### config.mk
export PLATFORM = sky130hd
export DESIGN_NAME = bus_fifo
export DESIGN_NICKNAME = d
export VERILOG_FILES = /design/src/rtl/bus_fifo_pkg.sv /design/src/rtl/bus_fifo_mem.sv /design/src/rtl/bus_fifo.sv
export SDC_FILE = /design/constraint.sdc
export NUM_CORES = 1
export LEC_CHECK = 0
export ABC_CLOCK_PERIOD_IN_PS = 6400
export CAP_MARGIN = 20
export CORE_AREA = 2 2 72 74
export DETAILED_ROUTE_END_ITERATION = 10
export DIE_AREA = 0 0 74 76
export DONT_BUFFER_PORTS = 1
export REMOVE_ABC_BUFFERS = 1
export SYNTH_ARGS = -nofsm -noshare
export SYNTH_HDL_FRONTEND = slang
export SYNTH_HIERARCHICAL = 1
export SYNTH_SLANG_ARGS = --single-unit
### constraint.sdc
create_clock -name clk -period 6.4 [get_ports clk]
set_clock_uncertainty 0.15 [all_clocks]
set_input_delay 0.96 -clock clk [delete_from_list [all_inputs] [get_ports clk]]
set_output_delay 0.96 -clock clk [all_outputs]
set_load 0.005 [all_outputs]
### src/rtl/bus_fifo_pkg.sv
// bus_fifo_pkg
//   Shared defaults and helpers for the bus_fifo slice.
//   - BUS_FIFO_WIDTH : default data word width in bits
//   - BUS_FIFO_DEPTH : default entry count (power of two, >= 2)
//   - ptr_width()    : pointer width for a given depth (log2 of depth)
//   - depth_ok()     : true when a depth is a legal power of two >= 2
package bus_fifo_pkg;

  localparam int BUS_FIFO_WIDTH = 8;
  localparam int BUS_FIFO_DEPTH = 4;

  // Pointer width: log2 of the entry count. DEPTH is a power of two,
  // so a pointer of this width wraps from DEPTH-1 to 0 on its own.
  function automatic int ptr_width(input int depth);
    return $clog2(depth);
  endfunction

  // Legal depths are powers of two no smaller than 2.
  function automatic bit depth_ok(input int depth);
    return (depth >= 2) && ((depth & (depth - 1)) == 0);
  endfunction

endpackage : bus_fifo_pkg

### src/rtl/bus_fifo_mem.sv
// bus_fifo_mem
//   DEPTH x WIDTH register array used as FIFO storage.
//   One synchronous write port and one asynchronous read port.
//   The array carries no reset: the FIFO never presents an entry it has
//   not written, so stale contents are never observable.
//
// Ports
//   clk    : write clock
//   we     : write enable, array[waddr] <= wdata on the rising edge
//   waddr  : write address
//   wdata  : write data
//   raddr  : read address
//   rdata  : array[raddr], combinational
module bus_fifo_mem
  import bus_fifo_pkg::*;
#(
  parameter int WIDTH = BUS_FIFO_WIDTH,
  parameter int DEPTH = BUS_FIFO_DEPTH,
  parameter int PTR_W = ptr_width(DEPTH)
) (
  input  logic             clk,
  input  logic             we,
  input  logic [PTR_W-1:0] waddr,
  input  logic [WIDTH-1:0] wdata,
  input  logic [PTR_W-1:0] raddr,
  output logic [WIDTH-1:0] rdata
);

  logic [WIDTH-1:0] mem [DEPTH];

  always_ff @(posedge clk) begin
    if (we) begin
      mem[waddr] <= wdata;
    end
  end

  assign rdata = mem[raddr];

endmodule : bus_fifo_mem

### src/rtl/bus_fifo.sv
// bus_fifo
//   Synchronous single-clock FIFO with valid/ready handshakes on both
//   sides, an occupancy count and a sticky overflow flag.
//
// Ports
//   clk       : clock, all state changes on its rising edge
//   rstb      : asynchronous active-low reset
//   flush     : synchronous clear of pointers and count (ovf is kept)
//   in_valid  : upstream offers in_data
//   in_ready  : FIFO can accept a word (count != DEPTH)
//   in_data   : write data
//   out_valid : out_data holds the oldest stored word (count != 0)
//   out_ready : downstream takes out_data this cycle
//   out_data  : oldest stored word, zero while empty
//   count     : occupancy 0..DEPTH
//   ovf       : sticky, set when in_valid is seen while full
module bus_fifo
  import bus_fifo_pkg::*;
#(
  parameter int WIDTH = BUS_FIFO_WIDTH,
  parameter int DEPTH = BUS_FIFO_DEPTH
) (
  input  logic                   clk,
  input  logic                   rstb,
  input  logic                   flush,
  input  logic                   in_valid,
  output logic                   in_ready,
  input  logic [WIDTH-1:0]       in_data,
  output logic                   out_valid,
  input  logic                   out_ready,
  output logic [WIDTH-1:0]       out_data,
  output logic [$clog2(DEPTH):0] count,
  output logic                   ovf
);

  localparam int PTR_W = ptr_width(DEPTH);
  localparam int CNT_W = PTR_W + 1;
  localparam logic [CNT_W-1:0] FULL_CNT = CNT_W'(DEPTH);
  localparam logic [PTR_W-1:0] PTR_ONE  = PTR_W'(1);
  localparam logic [CNT_W-1:0] CNT_ONE  = CNT_W'(1);

  logic [PTR_W-1:0] wr_ptr;
  logic [PTR_W-1:0] rd_ptr;
  logic [CNT_W-1:0] cnt;
  logic             ovf_q;
  logic             push;
  logic             pop;
  logic             full;
  logic             empty;
  logic [WIDTH-1:0] rd_word;

  // Handshake flags come only from the registered count, so neither
  // ready nor valid has a combinational path from the opposite side.
  assign full      = (cnt == FULL_CNT);
  assign empty     = (cnt == '0);
  assign in_ready  = !full;
  assign out_valid = !empty;

  // A push while full is impossible (in_ready=0) and a pop while empty is
  // impossible (out_valid=0), so count can never leave 0..DEPTH.
  assign push = in_valid  && in_ready  && !flush;
  assign pop  = out_valid && out_ready && !flush;

  bus_fifo_mem #(
    .WIDTH (WIDTH),
    .DEPTH (DEPTH),
    .PTR_W (PTR_W)
  ) u_mem (
    .clk   (clk),
    .we    (push),
    .waddr (wr_ptr),
    .wdata (in_data),
    .raddr (rd_ptr),
    .rdata (rd_word)
  );

  // The storage array is not reset, so its read word is masked while the
  // FIFO is empty; this keeps out_data at zero during and after reset.
  assign out_data = out_valid ? rd_word : '0;

  always_ff @(posedge clk or negedge rstb) begin
    if (!rstb) begin
      wr_ptr <= '0;
      rd_ptr <= '0;
      cnt    <= '0;
      ovf_q  <= 1'b0;
    end else begin
      // Overflow looks at the raw request, independent of flush.
      if (in_valid && full) begin
        ovf_q <= 1'b1;
      end

      if (flush) begin
        wr_ptr <= '0;
        rd_ptr <= '0;
        cnt    <= '0;
      end else begin
        // Pointer width equals log2(DEPTH), so +1 wraps DEPTH-1 -> 0.
        if (push) begin
          wr_ptr <= wr_ptr + PTR_ONE;
        end
        if (pop) begin
          rd_ptr <= rd_ptr + PTR_ONE;
        end
        unique case ({push, pop})
          2'b10:   cnt <= cnt + CNT_ONE;
          2'b01:   cnt <= cnt - CNT_ONE;
          default: cnt <= cnt;
        endcase
      end
    end
  end

  assign count = cnt;
  assign ovf   = ovf_q;

endmodule : bus_fifo

==> summary.md, run 1 <==
| Metric | Value |
|---|---|
| Status | finished, final reports clean |
| Deepest clock path buffer count | 2 |
| Worst min path class | primary input to async pin |
| Max Cap Viol | 0 |
| CP Class | flop to output pin |
| # IOs | 27 |
| Sw power | 0.0001281 W |
| Worst setup margin | 3.544 ns |
| Most frequent cell after synthesis | edfxtp_1 |
| Aggregate global routing overflow | 0 |
| EDFF count, synth | 32 |
| Slew headroom | 60.76% |
| Clock share of power | 38.5% |
| Initial Utilization | 36.47% |
| Sw frac | 20.93% |
| CP max FO | 10 |
| PortBufs | 0 |
| Leak | 0.6561 nW |
| Combinational power share | 10.2% |
| Antenna violations before repair | 0 |
| Final setup viols | 0 |
| GP Congestion | 0.6466 |
| Setup TNS | 0 ns |
| Cell variety after synth | 33 |
| Nets | 128 |
| WP data required | 5.29 ns |
| Register share of total power | 51.3% |
| Clk_lat worst skew | 0.29 ns |
| Root Driver | clkbuf_8 |
| Area delta synth->final | 8.938% |
| Flops & latches, synth | 40 |
| Dpl ws | 3.723 ns |
| Util after Layout | 39.74% |
| HPWL reported at the end of detailed placement | 1.995 mm |
| Post-cts resize count | 0 |
| Top FF cell, synth | edfxtp_1 |
| Nature of the critical path endpoint | output pin |
| Vias | 935 |
| WHS | 0.2059 ns |
| IR drop worst, VDD | 160.0 uV |
| Type of origin of the critical path | flop |
| Tmin final | 2.856 ns |
| Seq/Total Area, Yosys | 64.80% |
| Internal Pwr Total | 0.0004840 W |
| DR iter-0 viols | 68 |
| Arr. time, crit path | 1.75 ns |
| CTS tree | done |
| # DRC | 0 |
| F_max | 350.2 MHz |
| Postcts setup bufs | 0 |
| Synth cell count leaders | edfxtp_1 (32), and2_1 (8), dfrtp_1 (8), mux4_2 (8), nor2_1 (8) |
| Die ar. | 5624 sq um |
| Synth warn | 6 |
| Clk sinks | 40 |
| First-pass GRT wire length | 4.892 mm |
| Fin. max-slew vios | 0 |
| Final ANT Viol Nets | 0 |
| Vias/cell | 5.082 |
| Synth async-reset ratio | 20.00% |
| Yosys top cell by area | edfxtp_1 |
| Final WL | 3.023 mm |
| Gr usage total | 11.88% |
| Unrepaired setup endpoints after global routing | no |
| Number of cells produced by synthesis | 114 |
| Pwr Total | 0.0006121 W |
| Period utilisation layout | 44.62% |
| PD cells | 313.6 nW/um^2 |
| Dominant cells by area after synthesis | edfxtp_1 (54%), dfrtp_1 (11%), mux4_2 (10%), and2_1 (2.8%), xor2_1 (2.4%) |
| Die Span Y | 76 um |
| Die Wd | 74 um |
| Worst slew pin tran | 0.5886 ns |
| Worst path cell trace | mux4_2 -> and2_1 |
| Vias in the first global route | 967 |
| DR pass1 iterations | 4 |
| Synth top area share | 53.63% |
| Peak per-stage delay on the critical path | 0.72 ns |
| Wire per inst | 16.43 um |
| # fillers | 447 |
| Critical path's slowest cell | dfrtp_1 |
| Num CTS Buffers | 5 |
| Largest net degree at the start of global routing | 16 |
| # hold bufs at CTS | 0 |
| ANT cells | 0 |
| Area of the mapped netlist | 1792 sq um |
| Clock slew at reported path FFs | 0.07 ns |
| Average cell area after synthesis | 15.72 sq um |
| Fin. Hold Viols | 0 |
| Share of post-route cells with drive strength above 1 | 19.30% |
| H-tree depth | 2 |
| Row count | 26 |
| Core area | 4912 sq um |
## state kept, by name, indices dropped and copies added (netlist names)
name / flops
ovf: 1
count: 3
wr_ptr: 2
rd_ptr: 2
u_mem/mem: 32
## path summary, 6_finish.rpt
| path | to | depth (start not counted) | slack [ns] | from |
|---|---|---|---|---|
| worst max-delay path | out_data[2] | 2 | 3.54 | rd_ptr[0]$_DFFE_PN0P_ |
| worst max register to register | count[1]$_DFFE_PN0P_ | 8 | 3.91 | count[2]$_DFFE_PN0P_ |
| min in group clk | ovf$_DFFE_PN0P_ | 1 | 0.36 | ovf$_DFFE_PN0P_ |
| max in group asynchronous | rd_ptr[1]$_DFFE_PN0P_ | 0 | 5.82 | rstb |
| worst min register to register | ovf$_DFFE_PN0P_ | 1 | 0.36 | ovf$_DFFE_PN0P_ |
| worst min-delay path | count[2]$_DFFE_PN0P_ | 0 | 0.21 | rstb |
## layer usage
layer  global-route usage (%)  part of all wire [%]
met5                        0                     0
met4                    4.909                   1.7
met3                    5.291                   8.8
met2                    17.14                    46
met1                    15.50                    43
## kinds of logic after synthesis
| logic type | after synthesis | share of synthesized area, % |
|---|---|---|
| AO/OA/AOI/OAI | 13 | 4.819 |
| adder cells (fa/ha/maj) | 1 | 1.117 |
| multiplexers | 8 | 10.06 |
| XOR/XNOR | 5 | 2.444 |
| flip-flops | 40 | 64.80 |
| AND/OR/NAND/NOR | 38 | 12.99 |
| buffers and inverters | 9 | 3.770 |
## final cells by class
| type | instances | area [sq um] | area share [%] |
|---|---|---|---|
| clock buffer | 5 | 68.82 | 3.526 |
| clock inverter | 2 | 60.06 | 3.077 |
| inverter | 1 | 3.754 | 0.1923 |
| multi-input combinational | 65 | 563.0 | 28.85 |
| sequential | 40 | 1161 | 59.49 |
| tap | 70 | 87.58 | 4.487 |
| timing repair buffer | 1 | 7.507 | 0.3846 |
## layout by cell type (no fill, tap or decap)
| master | count |
|---|---|
| or3b_2 | 1 |
| nor3b_2 | 1 |
| dfrtp_1 | 8 |
| mux4_2 | 8 |
| nor3_1 | 2 |
| a2111oi_0 | 1 |
| xor2_1 | 5 |
| nand3b_1 | 3 |
| nand3_1 | 3 |
| nand2_1 | 3 |
| fa_1 | 1 |
| clkbuf_8 | 5 |
| clkbuf_4 | 1 |
| and2_1 | 8 |
| o21a_1 | 1 |
| or3b_4 | 1 |
| and3_1 | 1 |
| a21oi_1 | 3 |
| bufinv_16 | 2 |
| o21ai_0 | 2 |
| or3_4 | 1 |
| a31o_2 | 1 |
| nor2_1 | 8 |
| nor3b_1 | 1 |
| o21bai_1 | 1 |
| a21oi_2 | 1 |
| a31oi_1 | 2 |
| edfxtp_1 | 32 |
| inv_1 | 1 |
| o211ai_1 | 1 |
| and3b_1 | 2 |
| nand2b_1 | 3 |
## critical path, delay by kind of cell (launching register included)
kind             cells  cell delay [ns]
multiplexers         1             0.58
flip-flops           1             0.72
AND/OR/NAND/NOR      1             0.16
## power groups by stage
stage	logic, W	clock network, W	registers [W]
after detailed placement	0.0000622	0	0.000321
after global routing	0.0000697	0.000251	0.000318
after floorplan	0.0000521	0	0.000315
after global placement	0.0000601	0	0.000320
final	0.0000621	0.000236	0.000314
after CTS	0.0000624	0.000241	0.000315
## through the flow
stage / instances / instance area [sq um]
4_1_cts: 183 / 1944
5_1_grt: 184 / 1952
3_5_place_dp: 176 / 1815
2_1_floorplan: 106 / 1728
3_3_place_gp: 176 / 1815
6_report: 184 / 1952
Power figures use the tool's default switching activity.
==> run 2: changes to the inputs <==
--- a/config.mk
+++ b/config.mk
@@ -5,11 +5,12 @@
 export SDC_FILE = /design/constraint.sdc
 export NUM_CORES = 1
 export LEC_CHECK = 0
-export ABC_CLOCK_PERIOD_IN_PS = 6400
+export ABC_AREA = 1
+export ABC_CLOCK_PERIOD_IN_PS = 2700
 export CAP_MARGIN = 20
-export CORE_AREA = 2 2 72 74
+export CORE_AREA = 2 2 75 77
 export DETAILED_ROUTE_END_ITERATION = 10
-export DIE_AREA = 0 0 74 76
+export DIE_AREA = 0 0 77 79
 export DONT_BUFFER_PORTS = 1
 export REMOVE_ABC_BUFFERS = 1
 export SYNTH_ARGS = -nofsm -noshare
==> constraint.sdc (replaced) <==
create_clock -name clk -period 2.7 [get_ports clk]
set_clock_uncertainty 0.15 [all_clocks]
set_input_delay 0.405 -clock clk [delete_from_list [all_inputs] [get_ports clk]]
set_output_delay 0.405 -clock clk [all_outputs]
set_load 0.005 [all_outputs]
==> summary.md, run 2 <==
| Metric | Value |
|---|---|
| Status | finished, final reports clean (unchanged) |
| Die Wd | 77 um (was 74 um) |
| Top reg by flops | u_mem/mem (unchanged) |
| Average cell area after synthesis | 9.387 sq um (was 15.72 sq um) |
| Slew headroom | 71.53% (was 60.76%) |
| Top FF cell, synth | edfxtp_1 (unchanged) |
| Synth top area share | 49.93% (was 53.63%) |
| PortBufs | 0 (unchanged) |
| Clk sinks | 40 (unchanged) |
| Largest net degree at the start of global routing | 17 (was 16) |
| CTS tree | done (unchanged) |
| Fin. max-slew vios | 0 (unchanged) |
| DR iter-0 viols | 38 (was 68) |
| # fillers | 564 (was 447) |
| Vias | 1,206 (was 935) |
| Initial Utilization | 36.05% (was 36.47%) |
| Max Cap Viol | 0 (unchanged) |
| WP data required | 2.14 ns (was 5.29 ns) |
| Vias/cell | 4.202 (was 5.082) |
| Commonest non-fill, non-tap cells in the layout | nand2_1 (55), inv_1 (48), edfxtp_1 (32), nand3_1 (20), nor2_1 (13) (was edfxtp_1 (32), and2_1 (8), nor2_1 (8), dfrtp_1 (8), mux4_2 (8)) |
| Synth warn | 6 (unchanged) |
| Gr usage total | 12.34% (was 11.88%) |
| Synth Area in XOR/XNOR | 0.9103% (was 2.444%) |
| Synth async-reset ratio | 20.00% (unchanged) |
| Setup TNS | 0 ns (unchanged) |
| Register share of total power | 43.9% (was 51.3%) |
| Main combinational cell family by area after synthesis | simple AND/OR/NAND/NOR gates (unchanged) |
| Vias in the first global route | 1,215 (was 967) |
| Max FFs per register | 32 (unchanged) |
| Post-Synth Adder-Cell Area | 1.040% (was 1.117%) |
| Fin. Hold Viols | 0 (unchanged) |
| Postcts setup bufs | 0 (unchanged) |
| First-pass GRT wire length | 5.713 mm (was 4.892 mm) |
| Placement Cell Area | 2024 sq um (was 1815 sq um) |
| Num CTS Buffers | 5 (unchanged) |
| Tmin final | 2.084 ns |
| Seq/Total Area, Yosys | 60.34% (was 64.80%) |
| # IOs | 27 (unchanged) |
| Clock share of power | 30.2% (was 38.5%) |
| Worst min path class | primary input to flop (was primary input to async pin) |
| Most frequent cell after synthesis | nand2_1 (was edfxtp_1) |
| Row count | 27 (was 26) |
| Deepest clock path buffer count | 2 (unchanged) |
| Share of post-route cells with drive strength above 1 | 12.56% (was 19.30%) |
| Root Driver | clkbuf_8 (unchanged) |
| DR pass1 iterations | 4 (unchanged) |
| Flop-to-flop setup slack | 0.67 ns (was 3.91 ns) |
| Clk_lat worst skew | 0.28 ns (was 0.29 ns) |
| Simple-Gate Fraction of Synth Area | 22.17% (was 12.99%) |
| IR drop worst, VDD | 603.8 uV (was 160.0 uV) |
| Die ar. | 6083 sq um (was 5624 sq um) |
| Die Span Y | 79 um (was 76 um) |
| Arr. time, crit path | 1.53 ns (was 1.75 ns) |
| Combinational power share | 25.9% (was 10.2%) |
| CP max FO | 10 (unchanged) |
| Leak | 1.026 nW (was 0.6561 nW) |
| # DRC | 0 (unchanged) |
| Area delta synth->final | 12.42% (was 8.938%) |
| Flops & latches, synth | 40 (unchanged) |
| ANT cells | 0 (unchanged) |
| CP Class | flop to output pin (unchanged) |
| Unrepaired setup endpoints after global routing | no (unchanged) |
| Number of cells produced by synthesis | 205 (was 114) |
| Clock slew at reported path FFs | 0.07 ns (about the same) |
| Util after Layout | 40.53% (was 39.74%) |
| Design Area, Final | 2163 sq um (was 1952 sq um) |
| Antenna violations before repair | 0 (unchanged) |
| Internal Pwr Total | 0.001248 W (was 0.0004840 W) |
| Yosys top cell by area | edfxtp_1 (unchanged) |
| Dominant cells by area after synthesis | edfxtp_1 (50%), nand2_1 (11%), dfrtp_1 (10%), inv_1 (9.4%), nand3_1 (5.2%) (was edfxtp_1 (54%), dfrtp_1 (11%), mux4_2 (10%), and2_1 (2.8%), xor2_1 (2.4%)) |
| Type of origin of the critical path | flop (unchanged) |
| Period utilisation layout | 77.19% |
| Synth cell count leaders | nand2_1 (55), inv_1 (48), edfxtp_1 (32) (was edfxtp_1 (32), and2_1 (8), dfrtp_1 (8), mux4_2 (8), nor2_1 (8)) |
| GP Congestion | 0.7687 (was 0.6466) |
| Area of the mapped netlist | 1924 sq um (was 1792 sq um) |
| PD cells | 847.8 nW/um^2 (was 313.6 nW/um^2) |
| F_max | 479.8 MHz |
| Final setup viols | 0 (unchanged) |
| H-tree depth | 2 (unchanged) |
| Commonest non-fill, non-tap cell in the layout | nand2_1 (was edfxtp_1) |
| Nature of the critical path endpoint | output pin (unchanged) |
| Nets | 229 (was 128) |
| Sw frac | 31.94% (was 20.93%) |
| Wire per inst | 11.84 um (was 16.43 um) |
| Post-route insts no fill | 287 (was 184) |
| Mux cell area share after synthesis | 0% (was 10.06%) |
| Compound-cell area share of the yosys netlist | 2.341% (was 4.818%) |
| Final WL | 3.398 mm (was 3.023 mm) |
| Post-cts resize count | 0 (unchanged) |
| EDFF count, synth | 32 (unchanged) |
| Aggregate global routing overflow | 0 (unchanged) |
| Cell variety after synth | 25 (was 33) |
| Placed cells | 279 (was 176) |
| HPWL reported at the end of detailed placement | 2.412 mm (was 1.995 mm) |
| Final ANT Viol Nets | 0 (unchanged) |
| Core area | 5338 sq um (was 4912 sq um) |
| Sw power | 0.0005857 W (was 0.0001281 W) |
| Worst slew pin tran | 0.4271 ns (was 0.5886 ns) |
## run 2: changes by cell type after synthesis, moves of 4 or more
cell | previous run | this run
and2_1 | 8 | 0
xor2_1 | 5 | 1
nor2_1 | 8 | 13
nand2_1 | 3 | 55
nand3_1 | 3 | 20
inv_2 | 0 | 4
inv_1 | 1 | 48
mux4_2 | 8 | 0
## run 2: repair_timing
item	4_1_cts	5_1_grt
setup endpoints to repair	0	0
hold endpoints to repair	8	0
hold buffers	1	0
## run 2: cell families (layout without fill, tap and decap cells)
| kind of cell | Yosys count | in the layout |
|---|---|---|
| buffers and inverters | 58 | 68 |
| and+or+nand+nor | 98 | 98 |
| adders and majority gates | 1 | 1 |
| AOI/OAI and AO/OA | 6 | 6 |
| DFF | 40 | 40 |
| xor gates and xnor gates | 2 | 2 |
## run 2: power groups by stage
| stage | combinational (W) | clock [W] | sequential [W] |
|---|---|---|---|
| 2_1_floorplan | 0.000355 | 0 | 0.000810 |
| 3_3_place_gp | 0.000470 | 0 | 0.000819 |
| 3_5_place_dp | 0.000481 | 0 | 0.000821 |
| 4_1_cts | 0.000487 | 0.000570 | 0.000807 |
| 5_1_grt | 0.000545 | 0.000595 | 0.000819 |
| 6_report | 0.000475 | 0.000554 | 0.000805 |
## run 2: metrics by stage
stage	hold WS, ns	power [W]	setup WS (ns)
floorplan	-0.04059	0.001165	0.7082
global placement	-0.04041	0.001290	0.7274
detailed placement	-0.04046	0.001302	0.6633
CTS	0.01757	0.001864	0.5789
global route	0.02273	0.001959	0.4213
finish	0.03164	0.001834	0.6158
## run 2: layout make-up
cell class	count	area [sq um]	area share [%]
clock buffers	5	68.82	3.181
clock inverters	2	60.06	2.776
inverters	54	219.0	10.12
multi-input cells	107	509.2	23.54
flip-flops and latches	40	1161	53.67
well taps	72	90.09	4.164
repair buffers	7	55.05	2.545
## run 2: critical path: stages, from the launching register on
cell and delay [ns]:
dfrtp_1 0.54, inv_1 0.32, nand3_1 0.12, nand2_1 0.07, inv_1 0.04, nor2_1 0.17
## run 2: path summary, 6_finish.rpt
kind                                            start                     to  cells past startpoint
worst max-delay path            rd_ptr[1]$_DFFE_PN0P_            out_data[0]                      5
worst min-delay path                            flush  rd_ptr[1]$_DFFE_PN0P_                      1
worst max register to register   count[0]$_DFFE_PN0P_   count[2]$_DFFE_PN0P_                     12
worst min register to register        ovf$_DFFE_PN0P_        ovf$_DFFE_PN0P_                      1
max in group asynchronous                        rstb  rd_ptr[1]$_DFFE_PN0P_                      1
min in group asynchronous                        rstb   count[2]$_DFFE_PN0P_                      1
## run 2: layer usage
metal	share of wire (%)	wire length [um]	GRT usage, %
met5	0	0	0
met4	0.74	25	4.286
met3	5.0	169	4.659
met2	50	1714	21.67
met1	44	1488	13.81
